## config.mk

```make
export PLATFORM = sky130hd
export DESIGN_NAME = riscv_axil_master_flat
export DESIGN_NICKNAME = d
export VERILOG_FILES = /design/src/rtl/riscv_axil_master_pkg.sv /design/src/rtl/riscv_axil_master_if.sv /design/src/rtl/riscv_axil_master_watchdog.sv /design/src/rtl/riscv_axil_master.sv /design/src/flat_wrapper.sv
export SDC_FILE = /design/constraint.sdc
export NUM_CORES = 1
export LEC_CHECK = 0
export BUFFER_PORTS_ARGS = -buffer_cell sky130_fd_sc_hd__buf_2
export CAP_MARGIN = 10
export CORE_MARGIN = 2
export CORE_UTILIZATION = 25
export DETAILED_ROUTE_END_ITERATION = 8
export PLACE_DENSITY = 0.52
export SYNTH_ARGS = -nofsm -noshare
export SYNTH_HDL_FRONTEND = slang
export SYNTH_HIERARCHICAL = 1
export SYNTH_SLANG_ARGS = --single-unit
```

## constraint.sdc

```tcl
create_clock -name M_AXI_ACLK -period 1.9 [get_ports M_AXI_ACLK]
set_input_delay 0.38 -clock M_AXI_ACLK [delete_from_list [all_inputs] [get_ports M_AXI_ACLK]]
set_output_delay 0.38 -clock M_AXI_ACLK [all_outputs]
set_load 0.02 [all_outputs]
```

## src/rtl/riscv_axil_master_pkg.sv

```systemverilog
// ---------------------------------------------------------------------------
// riscv_axil_master_pkg
// Shared types and constants for the AXI4-Lite single-beat master:
//   state_e        - transaction FSM states
//   RESP_*         - AXI response encodings (passed through unchanged)
//   is_xfer_state  - true while a bus transaction is in flight, i.e. the
//                    states in which the watchdog is allowed to count
// ---------------------------------------------------------------------------
package riscv_axil_master_pkg;

    typedef enum logic [2:0] {
        IDLE    = 3'd0,
        WR_AW_W = 3'd1,
        WR_B    = 3'd2,
        RD_AR   = 3'd3,
        RD_R    = 3'd4,
        RSP     = 3'd5
    } state_e;

    localparam logic [1:0] RESP_OKAY   = 2'b00;
    localparam logic [1:0] RESP_EXOKAY = 2'b01;
    localparam logic [1:0] RESP_SLVERR = 2'b10;
    localparam logic [1:0] RESP_DECERR = 2'b11;

    function automatic logic is_xfer_state(input state_e s);
        return (s == WR_AW_W) || (s == WR_B) || (s == RD_AR) || (s == RD_R);
    endfunction

endpackage

```

## src/rtl/riscv_axil_master_if.sv

```systemverilog
// ---------------------------------------------------------------------------
// riscv_axil_master_if
// AXI4-Lite bus bundle between the master and a control-register slave.
// Parameters: ADDR_W (byte address width), DATA_W (data width, strobe DATA_W/8).
// Signals (lower-case form of the M_AXI_* names):
//   AW: awaddr, awprot, awvalid / awready
//   W : wdata, wstrb, wvalid / wready
//   B : bresp, bvalid / bready
//   AR: araddr, arprot, arvalid / arready
//   R : rdata, rresp, rvalid / rready
// Modports: master (initiator side), slave (target side).
// ---------------------------------------------------------------------------
interface riscv_axil_master_if #(
    parameter int ADDR_W = 4,
    parameter int DATA_W = 32
);
    logic [ADDR_W-1:0]   awaddr;
    logic [2:0]          awprot;
    logic                awvalid;
    logic                awready;

    logic [DATA_W-1:0]   wdata;
    logic [DATA_W/8-1:0] wstrb;
    logic                wvalid;
    logic                wready;

    logic [1:0]          bresp;
    logic                bvalid;
    logic                bready;

    logic [ADDR_W-1:0]   araddr;
    logic [2:0]          arprot;
    logic                arvalid;
    logic                arready;

    logic [DATA_W-1:0]   rdata;
    logic [1:0]          rresp;
    logic                rvalid;
    logic                rready;

    modport master (
        output awaddr, awprot, awvalid,
        input  awready,
        output wdata, wstrb, wvalid,
        input  wready,
        input  bresp, bvalid,
        output bready,
        output araddr, arprot, arvalid,
        input  arready,
        input  rdata, rresp, rvalid,
        output rready
    );

    modport slave (
        input  awaddr, awprot, awvalid,
        output awready,
        input  wdata, wstrb, wvalid,
        output wready,
        output bresp, bvalid,
        input  bready,
        input  araddr, arprot, arvalid,
        output arready,
        output rdata, rresp, rvalid,
        input  rready
    );

endinterface

```

## src/rtl/riscv_axil_master_watchdog.sv

```systemverilog
// ---------------------------------------------------------------------------
// riscv_axil_master_watchdog
// Saturating cycle counter with a sticky expiry flag.
// Parameter: TIMEOUT_CYCLES - number of enabled cycles before expiry; 0 disables.
// Ports:
//   clk      in   clock, rising edge
//   rst_n    in   asynchronous active-low reset
//   clear    in   restart: counter and flag to 0 (has priority over enable)
//   enable   in   count this cycle
//   expired  out  sticky; set once TIMEOUT_CYCLES enabled cycles have elapsed
// ---------------------------------------------------------------------------
module riscv_axil_master_watchdog #(
    parameter int TIMEOUT_CYCLES = 1024
) (
    input  logic clk,
    input  logic rst_n,
    input  logic clear,
    input  logic enable,
    output logic expired
);

    // +2 keeps the width >= 1 for TIMEOUT_CYCLES of 0 and lets the counter
    // hold the value TIMEOUT_CYCLES itself, where it parks.
    localparam int            CW      = $clog2(TIMEOUT_CYCLES + 2);
    localparam logic [CW-1:0] LIMIT   = CW'(TIMEOUT_CYCLES);
    localparam bit            ENABLED = (TIMEOUT_CYCLES != 0);

    logic [CW-1:0] count_q;
    logic          expired_q;

    function automatic logic [CW-1:0] sat_inc(input logic [CW-1:0] v);
        return (v == LIMIT) ? v : v + CW'(1);
    endfunction

    always_ff @(posedge clk or negedge rst_n) begin
        if (!rst_n) begin
            count_q   <= '0;
            expired_q <= 1'b0;
        end else if (clear) begin
            count_q   <= '0;
            expired_q <= 1'b0;
        end else if (enable && ENABLED) begin
            count_q <= sat_inc(count_q);
            // The cycle holding count LIMIT-1 is the LIMIT-th enabled cycle.
            if (count_q == LIMIT - CW'(1)) begin
                expired_q <= 1'b1;
            end
        end
    end

    assign expired = expired_q;

endmodule

```

## src/rtl/riscv_axil_master.sv

```systemverilog
// ---------------------------------------------------------------------------
// riscv_axil_master
// AXI4-Lite single-beat master. Accepts one read or write command on a
// valid/ready stream, runs it as AW/W/B or AR/R on the bus, and returns the
// read data and response on a valid/ready response stream. One transaction
// outstanding; the next command is only accepted after the response has
// been consumed. A watchdog flags a slave that stalls a transaction.
// Parameters:
//   C_M_AXI_ADDR_WIDTH  byte address width
//   C_M_AXI_DATA_WIDTH  data width (strobe width DATA/8)
//   TIMEOUT_CYCLES      watchdog limit in cycles, 0 disables
// Ports:
//   M_AXI_ACLK, M_AXI_ARESETN         clock, async active-low reset
//   cmd_valid/cmd_ready               command handshake
//   cmd_write, cmd_addr, cmd_wdata,
//   cmd_wstrb                         command payload (data/strobe unused for reads)
//   rsp_valid/rsp_ready               response handshake
//   rsp_rdata, rsp_resp, rsp_write    response payload (rdata 0 for writes)
//   busy                              not idle
//   timeout                           sticky watchdog flag, cleared on next accept
//   m_axi                             AXI4-Lite master bus
// ---------------------------------------------------------------------------
module riscv_axil_master
    import riscv_axil_master_pkg::*;
#(
    parameter int C_M_AXI_ADDR_WIDTH = 4,
    parameter int C_M_AXI_DATA_WIDTH = 32,
    parameter int TIMEOUT_CYCLES     = 1024
) (
    input  logic                            M_AXI_ACLK,
    input  logic                            M_AXI_ARESETN,

    input  logic                            cmd_valid,
    output logic                            cmd_ready,
    input  logic                            cmd_write,
    input  logic [C_M_AXI_ADDR_WIDTH-1:0]   cmd_addr,
    input  logic [C_M_AXI_DATA_WIDTH-1:0]   cmd_wdata,
    input  logic [C_M_AXI_DATA_WIDTH/8-1:0] cmd_wstrb,

    output logic                            rsp_valid,
    input  logic                            rsp_ready,
    output logic [C_M_AXI_DATA_WIDTH-1:0]   rsp_rdata,
    output logic [1:0]                      rsp_resp,
    output logic                            rsp_write,

    output logic                            busy,
    output logic                            timeout,

    riscv_axil_master_if.master             m_axi
);

    localparam int STRB_W = C_M_AXI_DATA_WIDTH / 8;

    state_e                          state_q;
    state_e                          state_d;

    logic [C_M_AXI_ADDR_WIDTH-1:0]   addr_q;
    logic [C_M_AXI_DATA_WIDTH-1:0]   wdata_q;
    logic [STRB_W-1:0]               wstrb_q;
    logic                            write_q;
    logic                            aw_done_q;
    logic                            w_done_q;
    logic [C_M_AXI_DATA_WIDTH-1:0]   rdata_q;
    logic [1:0]                      resp_q;

    logic                            cmd_accept;
    logic                            aw_hs;
    logic                            w_hs;
    logic                            b_hs;
    logic                            r_hs;

    assign cmd_accept = cmd_valid && cmd_ready;
    assign aw_hs      = m_axi.awvalid && m_axi.awready;
    assign w_hs       = m_axi.wvalid  && m_axi.wready;
    assign b_hs       = m_axi.bvalid  && m_axi.bready;
    assign r_hs       = m_axi.rvalid  && m_axi.rready;

    // Next state and handshake outputs. Every VALID/READY is a pure function
    // of registered state, so no VALID ever depends on the slave's READY.
    always_comb begin
        state_d        = state_q;
        cmd_ready      = 1'b0;
        rsp_valid      = 1'b0;
        m_axi.awvalid  = 1'b0;
        m_axi.wvalid   = 1'b0;
        m_axi.bready   = 1'b0;
        m_axi.arvalid  = 1'b0;
        m_axi.rready   = 1'b0;

        case (state_q)
            IDLE: begin
                // Held low while reset is asserted so nothing looks acceptable
                // to the upstream during reset.
                cmd_ready = M_AXI_ARESETN;
                if (cmd_valid) begin
                    state_d = cmd_write ? WR_AW_W : RD_AR;
                end
            end
            WR_AW_W: begin
                // AW and W retire independently; a channel already done
                // keeps its VALID low while the other one finishes.
                m_axi.awvalid = !aw_done_q;
                m_axi.wvalid  = !w_done_q;
                if ((aw_done_q || m_axi.awready) && (w_done_q || m_axi.wready)) begin
                    state_d = WR_B;
                end
            end
            WR_B: begin
                m_axi.bready = 1'b1;
                if (m_axi.bvalid) begin
                    state_d = RSP;
                end
            end
            RD_AR: begin
                m_axi.arvalid = 1'b1;
                if (m_axi.arready) begin
                    state_d = RD_R;
                end
            end
            RD_R: begin
                m_axi.rready = 1'b1;
                if (m_axi.rvalid) begin
                    state_d = RSP;
                end
            end
            RSP: begin
                rsp_valid = 1'b1;
                if (rsp_ready) begin
                    state_d = IDLE;
                end
            end
            default: begin
                state_d = IDLE;
            end
        endcase
    end

    always_ff @(posedge M_AXI_ACLK or negedge M_AXI_ARESETN) begin
        if (!M_AXI_ARESETN) begin
            state_q   <= IDLE;
            addr_q    <= '0;
            wdata_q   <= '0;
            wstrb_q   <= '0;
            write_q   <= 1'b0;
            aw_done_q <= 1'b0;
            w_done_q  <= 1'b0;
            rdata_q   <= '0;
            resp_q    <= RESP_OKAY;
        end else begin
            state_q <= state_d;

            if (cmd_accept) begin
                addr_q    <= cmd_addr;
                wdata_q   <= cmd_wdata;
                wstrb_q   <= cmd_wstrb;
                write_q   <= cmd_write;
                aw_done_q <= 1'b0;
                w_done_q  <= 1'b0;
            end

            if (aw_hs) begin
                aw_done_q <= 1'b1;
            end
            if (w_hs) begin
                w_done_q <= 1'b1;
            end

            if (b_hs) begin
                resp_q  <= m_axi.bresp;
                rdata_q <= '0;
            end
            if (r_hs) begin
                resp_q  <= m_axi.rresp;
                rdata_q <= m_axi.rdata;
            end
        end
    end

    // Address/data come straight from the command latches, so they are
    // stable for the whole time their VALID is high.
    assign m_axi.awaddr = addr_q;
    assign m_axi.awprot = 3'b000;
    assign m_axi.wdata  = wdata_q;
    assign m_axi.wstrb  = wstrb_q;
    assign m_axi.araddr = addr_q;
    assign m_axi.arprot = 3'b000;

    assign rsp_rdata = rdata_q;
    assign rsp_resp  = resp_q;
    assign rsp_write = write_q;
    assign busy      = (state_q != IDLE);

    riscv_axil_master_watchdog #(
        .TIMEOUT_CYCLES (TIMEOUT_CYCLES)
    ) u_watchdog (
        .clk     (M_AXI_ACLK),
        .rst_n   (M_AXI_ARESETN),
        .clear   (cmd_accept),
        .enable  (is_xfer_state(state_q)),
        .expired (timeout)
    );

endmodule

```

## src/flat_wrapper.sv

```systemverilog
// flat-port wrapper written by rule: the top's interface ports become plain ports
module riscv_axil_master_flat import riscv_axil_master_pkg::*;
#(
    parameter int C_M_AXI_ADDR_WIDTH = 4,
    parameter int C_M_AXI_DATA_WIDTH = 32,
    parameter int TIMEOUT_CYCLES     = 1024
)
  (M_AXI_ACLK, M_AXI_ARESETN, cmd_valid, cmd_ready, cmd_write, cmd_addr, cmd_wdata, cmd_wstrb, rsp_valid, rsp_ready, rsp_rdata, rsp_resp, rsp_write, busy, timeout, m_axi_awaddr, m_axi_awprot, m_axi_awvalid, m_axi_awready, m_axi_wdata, m_axi_wstrb, m_axi_wvalid, m_axi_wready, m_axi_bresp, m_axi_bvalid, m_axi_bready, m_axi_araddr, m_axi_arprot, m_axi_arvalid, m_axi_arready, m_axi_rdata, m_axi_rresp, m_axi_rvalid, m_axi_rready);
  riscv_axil_master_if #(.ADDR_W(4), .DATA_W(32)) m_axi_i ();
  input  logic M_AXI_ACLK;
  input  logic M_AXI_ARESETN;
  input  logic cmd_valid;
  output logic cmd_ready;
  input  logic cmd_write;
  input  logic [C_M_AXI_ADDR_WIDTH-1:0] cmd_addr;
  input  logic [C_M_AXI_DATA_WIDTH-1:0] cmd_wdata;
  input  logic [C_M_AXI_DATA_WIDTH/8-1:0] cmd_wstrb;
  output logic rsp_valid;
  input  logic rsp_ready;
  output logic [C_M_AXI_DATA_WIDTH-1:0] rsp_rdata;
  output logic [1:0] rsp_resp;
  output logic rsp_write;
  output logic busy;
  output logic timeout;
  output wire logic [$bits(m_axi_i.awaddr)-1:0] m_axi_awaddr;
  output wire logic [$bits(m_axi_i.awprot)-1:0] m_axi_awprot;
  output wire logic [$bits(m_axi_i.awvalid)-1:0] m_axi_awvalid;
  input wire logic [$bits(m_axi_i.awready)-1:0] m_axi_awready;
  output wire logic [$bits(m_axi_i.wdata)-1:0] m_axi_wdata;
  output wire logic [$bits(m_axi_i.wstrb)-1:0] m_axi_wstrb;
  output wire logic [$bits(m_axi_i.wvalid)-1:0] m_axi_wvalid;
  input wire logic [$bits(m_axi_i.wready)-1:0] m_axi_wready;
  input wire logic [$bits(m_axi_i.bresp)-1:0] m_axi_bresp;
  input wire logic [$bits(m_axi_i.bvalid)-1:0] m_axi_bvalid;
  output wire logic [$bits(m_axi_i.bready)-1:0] m_axi_bready;
  output wire logic [$bits(m_axi_i.araddr)-1:0] m_axi_araddr;
  output wire logic [$bits(m_axi_i.arprot)-1:0] m_axi_arprot;
  output wire logic [$bits(m_axi_i.arvalid)-1:0] m_axi_arvalid;
  input wire logic [$bits(m_axi_i.arready)-1:0] m_axi_arready;
  input wire logic [$bits(m_axi_i.rdata)-1:0] m_axi_rdata;
  input wire logic [$bits(m_axi_i.rresp)-1:0] m_axi_rresp;
  input wire logic [$bits(m_axi_i.rvalid)-1:0] m_axi_rvalid;
  output wire logic [$bits(m_axi_i.rready)-1:0] m_axi_rready;
  assign m_axi_awaddr = m_axi_i.awaddr;
  assign m_axi_awprot = m_axi_i.awprot;
  assign m_axi_awvalid = m_axi_i.awvalid;
  assign m_axi_i.awready = m_axi_awready;
  assign m_axi_wdata = m_axi_i.wdata;
  assign m_axi_wstrb = m_axi_i.wstrb;
  assign m_axi_wvalid = m_axi_i.wvalid;
  assign m_axi_i.wready = m_axi_wready;
  assign m_axi_i.bresp = m_axi_bresp;
  assign m_axi_i.bvalid = m_axi_bvalid;
  assign m_axi_bready = m_axi_i.bready;
  assign m_axi_araddr = m_axi_i.araddr;
  assign m_axi_arprot = m_axi_i.arprot;
  assign m_axi_arvalid = m_axi_i.arvalid;
  assign m_axi_i.arready = m_axi_arready;
  assign m_axi_i.rdata = m_axi_rdata;
  assign m_axi_i.rresp = m_axi_rresp;
  assign m_axi_i.rvalid = m_axi_rvalid;
  assign m_axi_rready = m_axi_i.rready;
  riscv_axil_master #(.C_M_AXI_ADDR_WIDTH(C_M_AXI_ADDR_WIDTH), .C_M_AXI_DATA_WIDTH(C_M_AXI_DATA_WIDTH), .TIMEOUT_CYCLES(TIMEOUT_CYCLES)) u_core (.M_AXI_ACLK(M_AXI_ACLK), .M_AXI_ARESETN(M_AXI_ARESETN), .cmd_valid(cmd_valid), .cmd_ready(cmd_ready), .cmd_write(cmd_write), .cmd_addr(cmd_addr), .cmd_wdata(cmd_wdata), .cmd_wstrb(cmd_wstrb), .rsp_valid(rsp_valid), .rsp_ready(rsp_ready), .rsp_rdata(rsp_rdata), .rsp_resp(rsp_resp), .rsp_write(rsp_write), .busy(busy), .timeout(timeout), .m_axi(m_axi_i));
endmodule
```

==> After elaboration in Yosys (flattened, before gate mapping) <==
Index checks and enable logic that the tools add are counted.
{ "totals": {"input_bits": 86, "reg_bits": 92, "wordCells": 77, "out_inout_bits": 94} }
{ "classes": {"n_mux": 28, "add_sub_neg": 1, "n_eq_ne": 14, "n_reduce_logical": 23} }
{ "op_table": {"columns": ["cell", "n"], "rows": [
  ["$mux 32", 2],
  ["$mux 11", 3],
  ["$mux 3", 6],
  ["$pmux 3 s6", 1],
  ["$mux 1", 13],
  ["$add 11x1->11 const B", 1],
  ["$eq 11x10->1 const B", 1],
  ["$eq 11x11->1 const B", 1],
  ["$ne 2x2->1 const B", 5],
  ["$reduce_bool 2->1", 5],
  ["$eq 3x2->1 const B", 2],
  ["$eq 3x3->1 const B", 2],
  ["$logic_and 1x1->1", 6],
  ["$mux 2", 3],
  ["$reduce_and 6->1", 1],
  ["$logic_or 1x1->1", 5],
  ["$ne 2x1->1 const B", 2],
  ["$reduce_and 2->1", 2],
  ["$eq 3x1->1 const B", 1],
  ["$logic_not 3->1", 1],
  ["$reduce_bool 3->1", 1],
  ["$logic_not 1->1", 2]
]} }

==> Longest topological paths before layout <==
{ "logic_depth": {"depth_word": 6, "depth_mapped": 10, "ltp_nobuf": 7} }

==> Cells and area by module <==
Netlist, hierarchy kept.
{ "by_module_without_submodules": {"columns": ["module", "area_per_inst_um2", "instances", "cells_per_inst", "seq_area_each_um2"], "rows": [
  ["riscv_axil_master", 3402.0, 1, 229, 2001.9],
  ["riscv_axil_master_watchdog", 663.1, 1, 70, 300.3]
]} }

==> Worst setup path before layout <==
No wires, ideal clock.
{ "synth_path": {"kind": "register to register", "startpoint": "reg u_core.state_q[2]", "endpoint": "reg u_core.u_watchdog.count_q[0]", "n_path_buf": 3, "t_required_ns": 1.772, "synth_period_minus_slack_ns": 1.986, "setup_ns": 0.128, "arrival_ns": 1.859, "path_slack_ns": -0.086, "stages_incl_launch_ff": 10, "cell_sequence": "dfrtp_1 -> buf_6 -> nor3_4 -> and2_4 -> nand2_4 -> buf_6 -> inv_1 -> clkbuf_1 -> nor2_1 -> mux2_1"} }
{ "synth_between": {"elab_cells_between_ends": 14, "classes_between": "eq/ne (5); mux (2); reduce/logical (7)"} }
{ "synth_lines": {"columns": ["item", "line", "rtl"], "rows": [
  ["start: declaration", "riscv_axil_master.sv:54", "state_e state_q;"],
  ["start signal: assignment", "riscv_axil_master.sv:150", "state_q <= state_d;"],
  ["$logic_not 3->1 *", "riscv_axil_master.sv:90", "case (state_q)"],
  ["$mux 1 *", "riscv_axil_master.sv:90", null],
  ["net cmd_ready", "flat_wrapper.sv:13", "output logic cmd_ready;"],
  ["$logic_and 1x1->1 *", "riscv_axil_master.sv:72", "assign cmd_accept = cmd_valid && cmd_ready;"],
  ["net u_core.cmd_accept", "riscv_axil_master.sv:66", "logic cmd_accept;"],
  ["$ne 2x1->1 (no source line) / $reduce_bool 2->1 (equally long branches)", null, null],
  ["$reduce_and 2->1 (no source line)", null, null],
  ["end signal: assignment", "riscv_axil_master_watchdog.sv:43", "count_q <= sat_inc(count_q);"],
  ["end: declaration", "riscv_axil_master_watchdog.sv:28", "logic [CW-1:0] count_q;"]
]} }
Mark *: on every way through the listed nets, which the timed path passes. The rest lies on a longest branch.
A chain may end at the register's enable or synchronous reset.

==> Final worst setup path <==
{ "layout_path": {"startpoint": "reg u_core.state_q[2]", "endpoint": "out rsp_valid"} }
{ "layout_between": {"elab_chain_len": 2} }
{ "layout_lines": {"columns": ["item", "line", "rtl"], "rows": [
  ["$eq 3x3->1", "riscv_axil_master.sv:90", null],
  ["$mux 1", "riscv_axil_master.sv:90", null],
  ["end: declaration", "flat_wrapper.sv:18", "output logic rsp_valid;"]
]} }
No other way between the ends.

==> metrics.md <==
| Metric | Value |
|---|---|
| Outcome | finished, final reports clean |
| Final min period | 1.83 ns |
| Congestion Overflow GR | 0 |
| Combinational Power Share | 0.456 |
| Initial DRC Count | 122 |
| Pre-Repair DR Iteration Count | 4 |
| Layout Skew | 0.00552 ns |
| Worst flop-to-flop path startpoint | u_core/state_q[2] |
| Routed via count | 2996 |
| Met1 Resource Use GR | 0.157 |
| Max_cap viols | 0 |
| Most numerous cell in the Yosys netlist | dfrtp_1 |
| GRT Overall Usage | 0.117 |
| Yosys warns | 6 |
| Sequential Power Share | 0.357 |
| Critical path fanouts, max | 8 |
| Final hold violations | 0 |
| CTS tree | yes |
| Net count, final | 567 |
| Wire length per cell | 14.2 um |
| R2R cell count | 6 |
| Final period util | 0.965 |
| Required @ worst endpoint | 1.52 ns |
| Post-route ant nets | 0 |
| Post-synth top cells | dfrtp_1, mux2_4, a22o_1 |
| WL final | 9.96 mm |
| Top-area cell type share of the netlist area | 0.566 |
| Grt met2 use | 0.175 |
| Worst slew pin tran | 0.675 ns |
| Die Wd | 132 um |
| LEAKAGE | 2.93 nW |
| Busiest layer in global routing | met2 |
| RSZ-0062 raised after global routing | true |
| Met3 Use GR | 0.0378 |
| Synth area leaders | dfrtp_1, mux2_4, a22o_1 |
| First-pass GRT wire length | 16.1 mm |
| Reg2reg end | u_core/u_watchdog/count_q[10] |
| Vias per cell | 4.28 |
| Pre-CTS setup slack | 0.140 ns |
| Starting Density | 0.256 |
| Layout cell share with drive strength beyond 1 | 0.547 |
| Skew-Pair Late Insertion Delay | 0.34 ns |
| Longest Clk Path Bufs | 2 |
| Core ar. | 15900 sq um |
| Netlist area before placement | 4070 sq um |
| P&R area growth vs syn | 36.0% |
| P_int | 5.96 mW |
| Yosys top cell by area | dfrtp_1 |
| Clock network fraction of total power | 0.187 |
| CTS buffer count | 9 |
| Final WS setup | 0.0672 ns |
| Max-slew headroom | 0.550 |
| Asr flop ratio synth | 1.00 |
| Top_reg_cell synth | dfrtp_1 |
| Worst setup path class | reg2out |
| Initial antenna violation count | 2 |
| Sw frac | 0.387 |
| CP top delay family | flip-flops |
| Num ports | 180 |
| Synth Register Bits | 92 |
| CP bufs+invs | 2 |
| Hold Path Class | in2async |
| Slowest CP cell | dfrtp_1 |
| Number of H-tree levels | 3 |
| CTS Hold Buffers Added | 0 |
| Num rows | 46 |
| Die area | 17300 sq um |
| Filler cells | 1589 |
| Critical Path AT | 1.45 ns |
| Psw | 3.76 mW |
| Util after Layout | 0.348 |
| Critical Path Sink Type | output port |
| Final setup vio count | 0 |
| Routability cong. | 0.802 |
| Largest net degree at the start of global routing | 54 |
| Mean Syn Cell Area | 13.6 sq um |
| Slew Limit Fails | 0 |
| Dpl hpwl | 7.23 mm |
| Clk slew on worst S/H paths | 0.06 ns |
| Cell Chain, Critical Path | buf_4 > nor2b_4 > and2_1 > buf_2 |
| Clock tree sinks | 92 |
| Number of library cell types mapped by synthesis | 46 |
| Worst vdd ir | 667 uV |
| FF-to-FF setup slack | 0.10 ns |
| CP startpoint kind | flip-flop |
| Min Hold Slack | 0.102 ns |
| Port Buf Inserts | 173 |
| CTS root buffer | clkbuf_16 |
| # DRC | 0 |
| Worst path max stage delay | 0.41 ns |
| Pwr dens | 1760 nW/um^2 |
| Max Freq | 0.546 GHz |
| Height of the die | 132 um |
| Number of synthesized flops with an enable pin | 0 |
| Vias in the first global route | 3006 |
| Seq/Total Area, Yosys | 0.566 |
| Cells after Synth | 299 |
per-stage QoR:
stage,TNS [ns],total power [mW],std cells,cell area [sq um]
floorplan,-0.0128,6.44,304,4090
global placement,0,7.76,678,5130
detailed placement,0,7.82,678,5130
CTS,-0.00706,9.77,694,5460
global route,-0.117,10.3,699,5530
finish,0,9.72,700,5530
worst register-to-register path: cells and delay by family, from the launching register on:
| kind | cells | cell delay, ns |
|---|---|---|
| compound gates | 1 | 0.10 |
| mux | 1 | 0.37 |
| simple gates | 3 | 0.65 |
| flops | 1 | 0.42 |
| buf+inv | 1 | 0.15 |
power by group through the flow:
stage	clock network, mW	logic, mW	registers, mW
after CTS	1.91	4.40	3.47
after global routing	1.99	4.76	3.59
after floorplan	0	2.09	4.35
final	1.82	4.43	3.47
after global placement	0	4.30	3.46
after detailed placement	0	4.35	3.47
layout by cell type, fill, tap and decap left out, drive strengths merged, types with 6 or more instances in the layout:
master  instances
a21oi           7
a22o           36
buf           189
clkbuf         12
conb            6
dfrtp          92
inv             9
mux2           45
nand2          12
nor2           16
o21ai           7
kinds of logic (layout without fill, tap and decap cells):
family	after synthesis	count (layout)	synth area share
buffers and inverters	35	214	0.0563
multiplexers	49	49	0.169
adder cells (fa/ha/maj)	2	2	0.00615
AND/OR/NAND/NOR	57	57	0.0797
AO/OA/AOI/OAI	62	62	0.120
flip-flops	92	92	0.566
other	1	7	0.000922
XOR/XNOR	1	1	0.00215
area by class of cell:
cell class	count	area [sq um]	share of cell area
Antenna cell	1	2.50	0.000452
Tap cell	216	270	0.0489
Clock buffer	12	256	0.0464
Timing Repair Buffer	189	1020	0.185
Inverter	10	41.3	0.00747
Clock inverter	3	46.3	0.00837
Sequential cell	92	2300	0.416
Multi-Input combinational cell	177	1590	0.287
worst max-delay path by stage:
stage / from / endpoint / slack (ns) / cells past startpoint
6_report: u_core/state_q[2] / rsp_valid / 0.07 / 4
2_1_floorplan: u_core/state_q[2] / u_core/u_watchdog/count_q[0] / -0.01 / 9
5_1_grt: u_core/state_q[2] / u_core/u_watchdog/count_q[10] / -0.04 / 6
3_5_place_dp: u_core/state_q[2] / u_core/u_watchdog/count_q[2] / 0.14 / 7
4_1_cts: u_core/state_q[2] / m_axi_wvalid / -0.004 / 5
3_3_place_gp: u_core/state_q[1] / u_core/u_watchdog/count_q[10] / 0.17 / 5
routing by layer:
layer  routed length [um]  vias up
met1                 4560     1416
met3                  755       15
li1                     -     1425
met5                   11        -
met4                  175        2
met2                 4460      138
registers in the layout, indices dropped and copies added (netlist names):
name and cells:
u_core/m_axi.wdata 32, u_core/rsp_rdata 32, u_core/u_watchdog/count_q 11, u_core/m_axi.araddr 4, u_core/m_axi.wstrb 4, u_core/state_q 3, u_core/rsp_resp 2, u_core/aw_done_q 1
u_core/rsp_write 1, u_core/u_watchdog/expired 1, u_core/w_done_q 1
repair_timing:
item / 4_1_cts / 5_1_grt
resized for setup: 6 / 8
setup endpoints to repair: 3 / 13
endpoints found under the hold margin: 0 / 0
buffers inserted: 1 / 5
pin swaps: 0 / 2
(Power assumes the default switching activity.)
